`src/rtl/cpu_pkg.sv`:
```
// Shared pipeline-control types for the 5-stage CPU: operand-forward select
// encoding, hazard-controller modes and the shadow destination tag.
package cpu_pkg;

  localparam int RA_W = 5;

  typedef enum logic [1:0] {
    FWD_IDEX = 2'b00,
    FWD_WB   = 2'b01,
    FWD_MEM  = 2'b10
  } fwd_sel_t;

  typedef enum logic [1:0] {
    MODE_RUN,
    MODE_STALL,
    MODE_FLUSH,
    MODE_FREEZE
  } ctrl_mode_t;

  typedef struct packed {
    logic [RA_W-1:0] rd;
    logic            regwrite;
    logic            memread;
  } pipe_tag_t;

  localparam pipe_tag_t TAG_BUBBLE = '0;

  // Select the operand source for an instruction about to enter EX. ex_tag is
  // the producer that will sit in MEM after the edge, mem_tag the one that
  // will sit in WB. A load in ex_tag has no ALU result to offer, and the
  // younger producer always wins when both match.
  function automatic fwd_sel_t fwd_select(input logic [RA_W-1:0] src,
                                          input pipe_tag_t       ex_tag,
                                          input pipe_tag_t       mem_tag);
    fwd_sel_t sel;
    sel = FWD_IDEX;
    if (ex_tag.regwrite && !ex_tag.memread && (ex_tag.rd != '0) && (ex_tag.rd == src))
      sel = FWD_MEM;
    else if (mem_tag.regwrite && (mem_tag.rd != '0) && (mem_tag.rd == src))
      sel = FWD_WB;
    return sel;
  endfunction

endpackage

```
`src/rtl/hazard_shadow_pipe.sv`:
```
// Three-entry shadow of the destination/control tags held by the EX, MEM and
// WB stages. hold freezes every entry; bubble loads a NOP tag into EX.
module hazard_shadow_pipe
  import cpu_pkg::*;
(
  input  logic      clk,
  input  logic      rst_n,
  input  logic      hold,
  input  logic      bubble,
  input  pipe_tag_t id_tag,
  output pipe_tag_t ex_tag,
  output pipe_tag_t mem_tag,
  output pipe_tag_t wb_tag
);

  // Advance the tag pipeline one stage per unfrozen cycle.
  always_ff @(posedge clk or negedge rst_n) begin
    if (!rst_n) begin
      ex_tag  <= TAG_BUBBLE;
      mem_tag <= TAG_BUBBLE;
      wb_tag  <= TAG_BUBBLE;
    end else if (!hold) begin
      ex_tag  <= bubble ? TAG_BUBBLE : id_tag;
      mem_tag <= ex_tag;
      wb_tag  <= mem_tag;
    end
  end

endmodule

```
`src/rtl/hazard_forward_ctrl.sv`:
```
// Hazard and forwarding controller for the 5-stage CPU. Tracks EX/MEM/WB
// destination tags, registers the EX operand-forward selects and drives the
// PC / IF-ID / ID-EX / EX-MEM enables for freeze, flush and load-use stall.
module hazard_forward_ctrl #(
  parameter int RA_W  = 5,
  parameter int CNT_W = 16
) (
  input  logic             clk,
  input  logic             rst_n,
  input  logic             id_valid,
  input  logic [RA_W-1:0]  id_rs,
  input  logic [RA_W-1:0]  id_rt,
  input  logic             id_uses_rt,
  input  logic [RA_W-1:0]  id_rd,
  input  logic             id_regwrite,
  input  logic             id_memread,
  input  logic             ex_branch_taken,
  input  logic             dmem_busy,
  output logic [1:0]       forwardA,
  output logic [1:0]       forwardB,
  output logic             pc_write,
  output logic             ifid_write,
  output logic             ifid_flush,
  output logic             idex_bubble,
  output logic             exmem_hold,
  output logic [CNT_W-1:0] stall_count
);

  import cpu_pkg::*;

  pipe_tag_t  id_tag;
  pipe_tag_t  ex_tag;
  pipe_tag_t  mem_tag;
  pipe_tag_t  wb_tag;
  ctrl_mode_t mode;
  logic       load_use;
  logic       shadow_hold;
  logic       shadow_bubble;
  fwd_sel_t   fwd_a_next;
  fwd_sel_t   fwd_b_next;
  logic       unused_wb;

  assign id_tag = '{rd: id_rd, regwrite: id_regwrite, memread: id_memread};

  // The WB tag has no consumer yet; it stays in the shadow for completeness.
  assign unused_wb = ^wb_tag;

  assign shadow_hold   = (mode == MODE_FREEZE);
  assign shadow_bubble = (mode != MODE_RUN) || !id_valid;

  hazard_shadow_pipe u_shadow (
    .clk     (clk),
    .rst_n   (rst_n),
    .hold    (shadow_hold),
    .bubble  (shadow_bubble),
    .id_tag  (id_tag),
    .ex_tag  (ex_tag),
    .mem_tag (mem_tag),
    .wb_tag  (wb_tag)
  );

  // A load in EX whose destination is read by the ID instruction cannot be forwarded in time.
  always_comb begin
    load_use = id_valid && ex_tag.memread && ex_tag.regwrite && (ex_tag.rd != '0) &&
               ((ex_tag.rd == id_rs) || (id_uses_rt && (ex_tag.rd == id_rt)));
  end

  // Resolve the cycle's mode: memory freeze beats branch flush beats load-use stall.
  always_comb begin
    mode = MODE_RUN;
    if (dmem_busy)
      mode = MODE_FREEZE;
    else if (ex_branch_taken)
      mode = MODE_FLUSH;
    else if (load_use)
      mode = MODE_STALL;
  end

  // Pipeline enables for each mode.
  always_comb begin
    pc_write    = 1'b1;
    ifid_write  = 1'b1;
    ifid_flush  = 1'b0;
    idex_bubble = 1'b0;
    exmem_hold  = 1'b0;
    unique case (mode)
      MODE_FREEZE: begin
        pc_write   = 1'b0;
        ifid_write = 1'b0;
        exmem_hold = 1'b1;
      end
      MODE_FLUSH: begin
        ifid_flush  = 1'b1;
        idex_bubble = 1'b1;
      end
      MODE_STALL: begin
        pc_write    = 1'b0;
        ifid_write  = 1'b0;
        idex_bubble = 1'b1;
      end
      default: ;
    endcase
  end

  // Forward selects for the instruction about to enter EX; bubbles need no forwarding.
  always_comb begin
    fwd_a_next = FWD_IDEX;
    fwd_b_next = FWD_IDEX;
    if (mode == MODE_RUN) begin
      fwd_a_next = fwd_select(id_rs, ex_tag, mem_tag);
      if (id_uses_rt)
        fwd_b_next = fwd_select(id_rt, ex_tag, mem_tag);
    end
  end

  // Register the selects so the EX muxes see no combinational path; hold them while frozen.
  always_ff @(posedge clk or negedge rst_n) begin
    if (!rst_n) begin
      forwardA <= FWD_IDEX;
      forwardB <= FWD_IDEX;
    end else if (mode != MODE_FREEZE) begin
      forwardA <= fwd_a_next;
      forwardB <= fwd_b_next;
    end
  end

  // Count every lost cycle, saturating at all-ones.
  always_ff @(posedge clk or negedge rst_n) begin
    if (!rst_n)
      stall_count <= '0;
    else if ((mode != MODE_RUN) && (stall_count != '1))
      stall_count <= stall_count + CNT_W'(1);
  end

endmodule

```
`config.mk`:
```
export PLATFORM = sky130hd
export DESIGN_NAME = hazard_forward_ctrl
export DESIGN_NICKNAME = d
export VERILOG_FILES = /design/src/rtl/cpu_pkg.sv /design/src/rtl/hazard_shadow_pipe.sv /design/src/rtl/hazard_forward_ctrl.sv
export SDC_FILE = /design/constraint.sdc
export NUM_CORES = 1
export LEC_CHECK = 0
export ABC_AREA = 1
export CORE_UTILIZATION = 51
export CTS_CLUSTER_SIZE = 10
export DETAILED_ROUTE_END_ITERATION = 6
export MAX_ROUTING_LAYER = met4
export PLACE_DENSITY = 0.86
export SETUP_SLACK_MARGIN = 0.15
export SYNTH_ARGS = -nofsm -noshare
export SYNTH_HDL_FRONTEND = slang
export SYNTH_SLANG_ARGS = --single-unit
```
`constraint.sdc`:
```
create_clock -name clk -period 4.8 [get_ports clk]
set_input_delay 0.72 -clock clk [delete_from_list [all_inputs] [get_ports clk]]
set_output_delay 0.72 -clock clk [all_outputs]
set_load 0.005 [all_outputs]
```
-- After elaboration in Yosys (flattened, before gate mapping)
Cells that the tools add are included.
- input bits: 23
- word-level logic and storage cells: 56
- bits in registers: 33
- output and inout port bits: 25
- add/subtract/negate cells: 1
- mux-type cells: 15
- equal/unequal tests: 9
- reduce and logical (&&, ||, !) cells: 23
- operators by type and width (kind ; count):
    $eq A5 B5 Y1 ; 4
    $add A16 B1 Y16 const B ; 1
    $ne A16 B16 Y1 const B ; 1
    $mux W2 ; 7
    $logic_and A1 B1 Y1 ; 13
    $reduce_bool A5 Y1 ; 2
    $mux W1 ; 7
    $mux W7 ; 1
    $eq A2 B2 Y1 const B ; 2
    $reduce_or A2 Y1 ; 2
    $eq A2 B1 Y1 const B ; 1
    $logic_not A1 Y1 ; 2
    $logic_not A2 Y1 ; 1
    $logic_or A1 B1 Y1 ; 2
    $ne A2 B2 Y1 const B ; 1
    $reduce_bool A2 Y1 ; 1

-- Longest topological paths before layout
Gate-level depths: netlist of the first run.
- depth after elaboration: 10
- depth in mapped cells: 17
- mapped depth without buffers: 16

-- Cells and area by module
A second synthesis of the first run with hierarchy kept.
- cells, all modules: 325
- area, all modules: 2484.9 sq um
- by module, submodules not included (module ; cells each ; area each (sq um) ; times used ; sequential area each (sq um)):
    hazard_forward_ctrl ; 236 ; 1596.5 ; 1 ; 500.5
    hazard_shadow_pipe ; 89 ; 888.4 ; 1 ; 525.5

-- Worst setup path after synthesis of the first run
OpenSTA, ideal clock, no wires.
- kind: input -> register
- from: input id_rt[3]
- to: register forwardB[0]
- arrival time: 2280 ps
- buffers on the path: 0
- stages on the path: 16
- setup time: 66 ps
- slack: 2454 ps
- data required time: 4734 ps
- cells stage by stage: inv_1 -> nand2_1 -> nand2_1 -> nor2_1 -> nand4_1 -> nand2_1 -> a21oi_1 -> ha_1 -> inv_1 -> nor2_2 -> nand2_1 -> nor2_1 -> nand3_1 -> nor2_1 -> nand2_1 -> nand2_1
- word-level cells in the longest chain between the ends: 9
- elaborated cells between the ends (all ways): 16
- classes of those cells: 3 x eq/ne; 7 x mux; 6 x reduce/logical
- ends and longest elaborated chain (element ; RTL line ; text):
    start: declaration ; hazard_forward_ctrl.sv:12 ; input logic [RA_W-1:0] id_rt,
    $eq A5 B5 Y1 ; cpu_pkg.sv:37, hazard_forward_ctrl.sv:65 ;
    $logic_and A1 B1 Y1 ; hazard_forward_ctrl.sv:65 ; ((ex_tag.rd == id_rs) || (id_uses_rt && (ex_tag.rd == id_rt)));
    $logic_or A1 B1 Y1 ; hazard_forward_ctrl.sv:65 ;
    $logic_and A1 B1 Y1 ; hazard_forward_ctrl.sv:64 ; load_use = id_valid && ex_tag.memread && ex_tag.regwrite && (ex_tag.rd != '0) &&
    $mux W1 ; hazard_forward_ctrl.sv:75 ; else if (load_use)
    $mux W2 ; hazard_forward_ctrl.sv:73 ; else if (ex_branch_taken)
    $mux W2 ; hazard_forward_ctrl.sv:71 ; if (dmem_busy)
    $logic_not A2 Y1 ; hazard_forward_ctrl.sv:109 ; if (mode == MODE_RUN) begin
    $mux W2 ; hazard_forward_ctrl.sv:109 ;
    end signal: assignment ; hazard_forward_ctrl.sv:123 ; forwardB <= fwd_b_next;
    end: declaration ; hazard_forward_ctrl.sv:20 ; output logic [1:0] forwardB,
Several ways; a longest one is shown, not always the timed one.
A chain may end at the register's enable or synchronous reset.

-- Final worst setup path of the first run
- from: input id_rs[0]
- to: output exmem_hold
- word-level cells in the longest chain between the ends: 8
- ends and longest elaborated chain (element ; RTL line ; text):
    start: declaration ; hazard_forward_ctrl.sv:11 ; input logic [RA_W-1:0] id_rs,
    $eq A5 B5 Y1 ; hazard_forward_ctrl.sv:65 ;
    $logic_or A1 B1 Y1 ; hazard_forward_ctrl.sv:65 ;
    $logic_and A1 B1 Y1 ; hazard_forward_ctrl.sv:64 ;
    $mux W1 ; hazard_forward_ctrl.sv:75 ;
    $mux W2 ; hazard_forward_ctrl.sv:73 ;
    $mux W2 ; hazard_forward_ctrl.sv:71 ;
    $eq A2 B2 Y1 ; hazard_forward_ctrl.sv:86 ; unique case (mode)
    $mux W1 ; hazard_forward_ctrl.sv:86 ;
    end: declaration ; hazard_forward_ctrl.sv:25 ; output logic exmem_hold,
No other way between the ends.

==> impl_metrics.ini, run 1 <==
[clock_network]
clock-root-buffer = clkbuf_8
clk_transition_reported_paths_ns = 0.07
cts_num_sinks = 33
cts_hold_buffers = 0
postCtsSetupBuffers = 0
clk-insertion-delay-late_ns = 0.29
ctsHtreeMaxLevel = 2
cts_made_buffers = 5
clockBufferDepth = 2
post_cts_resized = 0
clock_tree_from_tritoncts = yes

[drt]
drt_first_pass_iters = 4
avgViaCountPerCell = 4.98
wire_per_inst_microns = 12.0
drt_drc_violations_left = 0
route.met2.wl_microns = 2320
ant_nets = 0
routed_wirelength_microns = 4470
route.vias.total = 1851
drt_iter0_drc = 84
top_signal_layer_used = met4
met3_wirelength_microns = 225
wl_met1_microns = 1870

[power_and_ir_drop]
max-vdd-ir-drop_mv = 0.347
total_power_mw = 0.786
power_per_cell_area_nw_per_um2 = 302
power_leakage_nw = 1.20

[timing]
final.period_utilization_pct = 80.0
final-setup-viol-count = 0
hold_viol = 0
fmax_mhz = 260
grt_setup_unrepaired = no
timing.clock.skew_ns = 0.00160
slew_viol_final = 0
setup-tns-final_ns = 0
worst_slew_pin_slew_ns = 0.570
slew_headroom_pct = 62.0
fin_worst_hold_slack_ns = 0.485
post_route_minimum_period_ns = 3.84

[place]
buffer_ports.inserted = 47
dp.final_hpwl_microns = 3390
placedCellCount = 364
gp_routability_congestion = 0.862

[critical_path]
cpPeakStageDelay_ns = 0.62
worstSetupPathType = in -> out
critical_path.max_fanout = 19
critical_path.most_common_cell = nand2_1
worstPathBufferInverterCount = 3
regToRegSetupSlack_ns = 2.22
reg2reg_depth = 14
endpoint_kind = output pin
critical-path-top-delay-family = buffers and inverters
cp_cell_sequence = clkdlybuf4s50_1 > inv_1 > nand2_1 > nand2_1 > nor3_1 > nand2_1 > nand2_1 > nand2_1 > nand2_1 > ha_1 > clkdlybuf4s50_1
cp.depth = 11
critical_path_arrival_ns = 3.12
slowest_stage = clkdlybuf4s50_1
worst-endpoint-required_ns = 4.08
cp-start-kind = input port

[synthesis]
async_reset_ff_share_pct = 100
ys_top_cells_by_area = dfrtp_1 (41%), nand2_1 (17%), inv_1 (5.4%)
yosysMostFrequentCell = nand2_1
synth_top_cell_by_area = dfrtp_1
synth_cell_type_count = 29
postSynthNetCount = 301
synth_warnings = 0
synthFlopType = dfrtp_1
post_synth_most_frequent_cells = nand2_1 (93), dfrtp_1 (33), inv_1 (29)
synth.avg_cell_area_sq_um = 7.37
synth_largest_type_area_fraction_pct = 40.9
number_of_synthesized_flops_with_an_enable_pin = 0
synth.yosys.seq_area_share_pct = 40.9
post_synth_instance_area_sq_um = 2020
synth.ff_latch_count = 33
synth_cells = 274

[global_route]
wire_length_of_the_first_global_routing_pass_microns = 7690
largest_net_degree_at_the_start_of_global_routing = 34
number_of_antenna_violations_at_the_first_check_in_global_routing = 0
global_route.usage.total_pct = 25.1
grt_pass1_vias = 1812
grt-ovfl-total = 0

[die]
rows = 22
io_pins = 48
placeableCoreArea_sq_um = 3720
initial_cell_density_of_the_core_pct = 54.3
die_h_microns = 64.9
floorplan.die_area_sq_um = 4210
die_w_microns = 64.9

[cells_and_area]
finish.cell_count_without_fillers = 372
num_antenna_cells = 0
flow.area_growth_from_synthesis_pct = 28.9
layout-drive-gt1-share_pct = 6.48
nets = 350

[worst_hold_path]
worstHoldPathCells = 2
path_type_of_the_worst_min_delay_path = reg -> reg

[job]
maxCapViolations = 0

[outcome]
run_status = finished clean
## cells by family (layout without fill, tap and decap cells)
kind of cell    count (synthesis)  after routing  share of synthesized area, %
fa+ha+maj                       4              4                          2.48
flops                          33             33                          40.9
xor+xnor                       19             19                          8.25
compound gates                 26             26                          6.88
buf+inv                        37             87                          7.94
simple gates                  155            155                          33.5
## report_power, final
group / total, mW / switching [mW] / leakage, nW / internal, mW
sequential: 0.360 / 0.0460 / 0.447 / 0.314
combinational: 0.221 / 0.0942 / 0.707 / 0.127
clock: 0.206 / 0.106 / 0.0439 / 0.0999
total: 0.786 / 0.246 / 1.20 / 0.541
## worst paths after layout
path | startpoint | endpoint
setup / recovery | id_rs[0] | exmem_hold
hold / removal | forwardB[0]$_DFFE_PN0N_ | forwardB[0]$_DFFE_PN0N_
setup reg to reg | u_shadow.ex_tag[4]$_DFFE_PN0N_ | forwardB[0]$_DFFE_PN0N_
hold reg to reg | forwardB[0]$_DFFE_PN0N_ | forwardB[0]$_DFFE_PN0N_
max in group asynchronous | rst_n | u_shadow.ex_tag[0]$_DFFE_PN0N_
min in group asynchronous | rst_n | forwardB[0]$_DFFE_PN0N_
## flip-flops by register name, indices dropped and copies added, names as in the netlist
signal and flops:
stall_count 16, u_shadow.ex_tag 7, u_shadow.mem_tag 6, forwardA 2, forwardB 2
## stage by stage
stage	util [%]	worst slack [ns]	area, sq um
floorplan	-	2.45	2020
global placement	67.7	1.01	2510
CTS	70.0	0.950	2600
global route	70.0	0.716	2600
finish	70.0	0.958	2600
detailed placement	67.7	0.956	2510
## per-layer routing
layer  track usage (%)  vias up
met5                 -        -
met4              10.0        0
met3              5.63        7
met2              44.0       43
met1              27.2      844
li1                  -      957
## final cells by class
class	instances	area, sq um
timing repair buffer	48	478
clock inverter	3	17.5
tap	48	60.1
sequential	33	826
clock buffer	5	68.8
inverter	31	119
fill	325	1110
multi-input combinational	204	1030
## worst register-to-register path, cell delays in order, from the launching register on
cell and delay, ns:
dfrtp_1 0.41, inv_1 0.13, nand4_1 0.16, nand3_1 0.10, inv_1 0.06, a21oi_1 0.32
ha_1 0.24, inv_1 0.11, nor2_2 0.36, nand2_1 0.14, nor2_1 0.18, nand3_1 0.11
nor2_1 0.12, nand2_1 0.06, nand2_1 0.05
## layout by cell type (no fill, tap or decap)
| cell | netlist | final |
|---|---|---|
| nor3_2 | 1 | 1 |
| nor2_1 | 23 | 23 |
| nand3_1 | 21 | 21 |
| xor2_1 | 8 | 8 |
| clkinvlp_4 | 0 | 1 |
| nand2_1 | 93 | 93 |
| nor3_4 | 1 | 1 |
| o22ai_1 | 1 | 1 |
| inv_4 | 1 | 1 |
| and3_1 | 1 | 1 |
| buf_4 | 1 | 1 |
| inv_2 | 1 | 1 |
| nor3b_1 | 1 | 1 |
| inv_1 | 29 | 29 |
| nand3b_1 | 1 | 1 |
| nand2_4 | 1 | 1 |
| o21ai_1 | 5 | 5 |
| xnor2_1 | 11 | 11 |
| nor2_2 | 2 | 2 |
| nand2_2 | 1 | 1 |
| o21ai_2 | 2 | 2 |
| ha_1 | 4 | 4 |
| nor3_1 | 4 | 4 |
| nand3_2 | 2 | 2 |
| a21oi_1 | 2 | 2 |
| clkinv_2 | 0 | 2 |
| o21ai_0 | 16 | 16 |
| nand4_1 | 3 | 3 |
| dfrtp_1 | 33 | 33 |
| clkbuf_8 | 0 | 5 |
| clkdlybuf4s50_1 | 0 | 47 |
Note: power is estimated with default switching activity, not from simulation.
==> run 2, diff against run 1 <==
--- a/config.mk
+++ b/config.mk
@@ -6,11 +6,11 @@
 export NUM_CORES = 1
 export LEC_CHECK = 0
 export ABC_AREA = 1
-export CORE_UTILIZATION = 51
+export CORE_UTILIZATION = 50
 export CTS_CLUSTER_SIZE = 10
 export DETAILED_ROUTE_END_ITERATION = 6
 export MAX_ROUTING_LAYER = met4
-export PLACE_DENSITY = 0.86
+export PLACE_DENSITY = 0.84
 export SETUP_SLACK_MARGIN = 0.15
 export SYNTH_ARGS = -nofsm -noshare
 export SYNTH_HDL_FRONTEND = slang
==> constraint.sdc (replaced) <==
create_clock -name clk -period 4 [get_ports clk]
set_input_delay 0.6 -clock clk [delete_from_list [all_inputs] [get_ports clk]]
set_output_delay 0.6 -clock clk [all_outputs]
set_load 0.005 [all_outputs]
==> run 2 against run 1 <==
First-iteration DRC count up 17%. Sequential power is 21% higher. Hold slack worse by 0.00058 ns. Global-route usage rose by 0.21 points. Power up 25%.
==> impl_metrics.ini, run 2 (synthesis results as in run 1) <==
[die]
initial_cell_density_of_the_core_pct = 53.5
io_pins = 48
die_h_microns = 65.5
die_w_microns = 65.5
floorplan.die_area_sq_um = 4290
placeableCoreArea_sq_um = 3770
rows = 22

[drt]
route.vias.total = 1895
routed_wirelength_microns = 4620
drt_first_pass_iters = 4
ant_nets = 0
drt_drc_violations_left = 0
avgViaCountPerCell = 5.08
drt_iter0_drc = 98
wire_per_inst_microns = 12.4

[critical_path]
slowest_stage = clkdlybuf4s50_1
regToRegEndpoint = forwardA[0]$_DFFE_PN0N_
worstPathBufferInverterCount = 3
endpoint_kind = output pin
regToRegSetupSlack_ns = 1.50
critical_path_arrival_ns = 2.57
critical_path.most_common_cell = nand2_1
reg2reg_depth = 16
reg2reg_from = u_shadow.ex_tag[5]$_DFFE_PN0N_
cp-start-kind = input port
critical-path-top-delay-family = buffers and inverters
worst-endpoint-required_ns = 3.40
cpPeakStageDelay_ns = 0.51
cp_cell_sequence = clkdlybuf4s50_1 > inv_1 > nand2_1 > nand2_1 > nor3_1 > nand2_1 > nand2_1 > a21oi_1 > ha_1 > clkdlybuf4s50_1
critical_path.max_fanout = 4
worstSetupPathType = in -> out

[clock_network]
cts_made_buffers = 5
clock-root-buffer = clkbuf_8
cts_hold_buffers = 0
clock_tree_from_tritoncts = yes
post_cts_resized = 0
ctsHtreeMaxLevel = 2
clk_transition_reported_paths_ns = 0.07
clockBufferDepth = 2
clk-insertion-delay-late_ns = 0.29
postCtsSetupBuffers = 0
cts_num_sinks = 33

[job]
maxCapViolations = 0

[power_and_ir_drop]
max-vdd-ir-drop_mv = 0.350
power_leakage_nw = 1.21
power_per_cell_area_nw_per_um2 = 376

[timing]
hold_viol = 0
setup-tns-final_ns = 0
timing.clock.skew_ns = 0.00170
grt_setup_unrepaired = no
slew_headroom_pct = 70.5
fin_worst_hold_slack_ns = 0.484
final.period_utilization_pct = 79.3
final-setup-viol-count = 0
worst_slew_pin_slew_ns = 0.442
fmax_mhz = 315
slew_viol_final = 0
post_route_minimum_period_ns = 3.17
postLayoutSetupSlackWorst_ns = 0.830

[global_route]
grt_pass1_vias = 1876
largest_net_degree_at_the_start_of_global_routing = 34
grt-ovfl-total = 0
global_route.usage.total_pct = 25.3
number_of_antenna_violations_at_the_first_check_in_global_routing = 0
wire_length_of_the_first_global_routing_pass_microns = 7980

[worst_hold_path]
min_from = forwardA[1]$_DFFE_PN0N_
hold_path_end = forwardA[1]$_DFFE_PN0N_
path_type_of_the_worst_min_delay_path = reg -> reg
worstHoldPathCells = 2

[cells_and_area]
layout-drive-gt1-share_pct = 6.77
mostFrequentLayoutCell = nand2_1
num_antenna_cells = 0
flow.area_growth_from_synthesis_pct = 30.0
largest_register_ff_count = 16
final_cell_mix = nand2_1 (93), clkdlybuf4s50_1 (47), dfrtp_1 (33)
finalCoreUtilization_pct = 69.6
reg_with_most_ffs = stall_count
nets = 351
postLayoutCellArea_sq_um = 2620
fill_cells = 318
layout_top_registers = stall_count: 16 flops, u_shadow.ex_tag: 7 flops, u_shadow.mem_tag: 6 flops

[place]
buffer_ports.inserted = 47
dp.final_hpwl_microns = 3330
gp_routability_congestion = 0.916
placed_cell_area_sq_um = 2520
dpl_worst_slack_ns = 0.841

[outcome]
run_status = finished clean
run 2: report_power, final:
group          internal (mW)  switching, mW  total, mW
Clock                  0.156          0.126      0.281
Sequential             0.377         0.0592      0.436
Combinational          0.153          0.116      0.269
run 2: final cells by class:
cell class	instances	area, sq um	area share (%)
multi-input combinational	204	1030	39.3
sequential	33	826	31.5
timing repair buffer	49	485	18.5
inverter	31	119	4.53
clock buffer	7	96.3	3.67
tap	48	60.1	2.29
clock inverter	1	5.00	0.191
run 2: worst max path at each step:
stage,to,start,cells past startpoint,slack [ns]
after floorplan,forwardB[0]$_DFFE_PN0N_,id_rt[3],16,1.77
after global placement,idex_bubble,id_rs[0],11,0.88
after detailed placement,ifid_flush,id_rs[0],10,0.84
after CTS,ifid_flush,id_rs[0],10,0.84
after global routing,exmem_hold,id_rs[0],11,0.68
final,ifid_flush,id_rs[0],10,0.83
run 2: metrics by stage:
| step | power (mW) | std cells |
|---|---|---|
| 6_report | 0.987 | 373 |
| 5_1_grt | 1.04 | 373 |
| 4_1_cts | 0.994 | 373 |
| 3_5_place_dp | 0.709 | 365 |
| 3_3_place_gp | 0.697 | 365 |
| 2_1_floorplan | 0.564 | 274 |
run 2: worst register-to-register path: stages, from the launching register on:
cell	delay, ns
dfrtp_1	0.40
inv_1	0.14
nand2_1	0.08
nand2_1	0.07
nor2_1	0.05
nand4_1	0.08
nand2_1	0.08
a21oi_1	0.29
ha_1	0.23
inv_1	0.10
nor2_2	0.37
o21ai_1	0.12
nor2_1	0.13
nand3_1	0.08
nor2_1	0.11
nand2_1	0.07
nand2_1	0.05
run 2: metal layers:
| metal | GRT usage, % | vias up | share of wire, % |
|---|---|---|---|
| li1 | - | 960 | - |
| met1 | 27.4 | 868 | 45 |
| met2 | 42.7 | 56 | 48 |
| met3 | 6.77 | 11 | 5.2 |
| met4 | 12.5 | 0 | 1.7 |
| met5 | - | - | 0 |
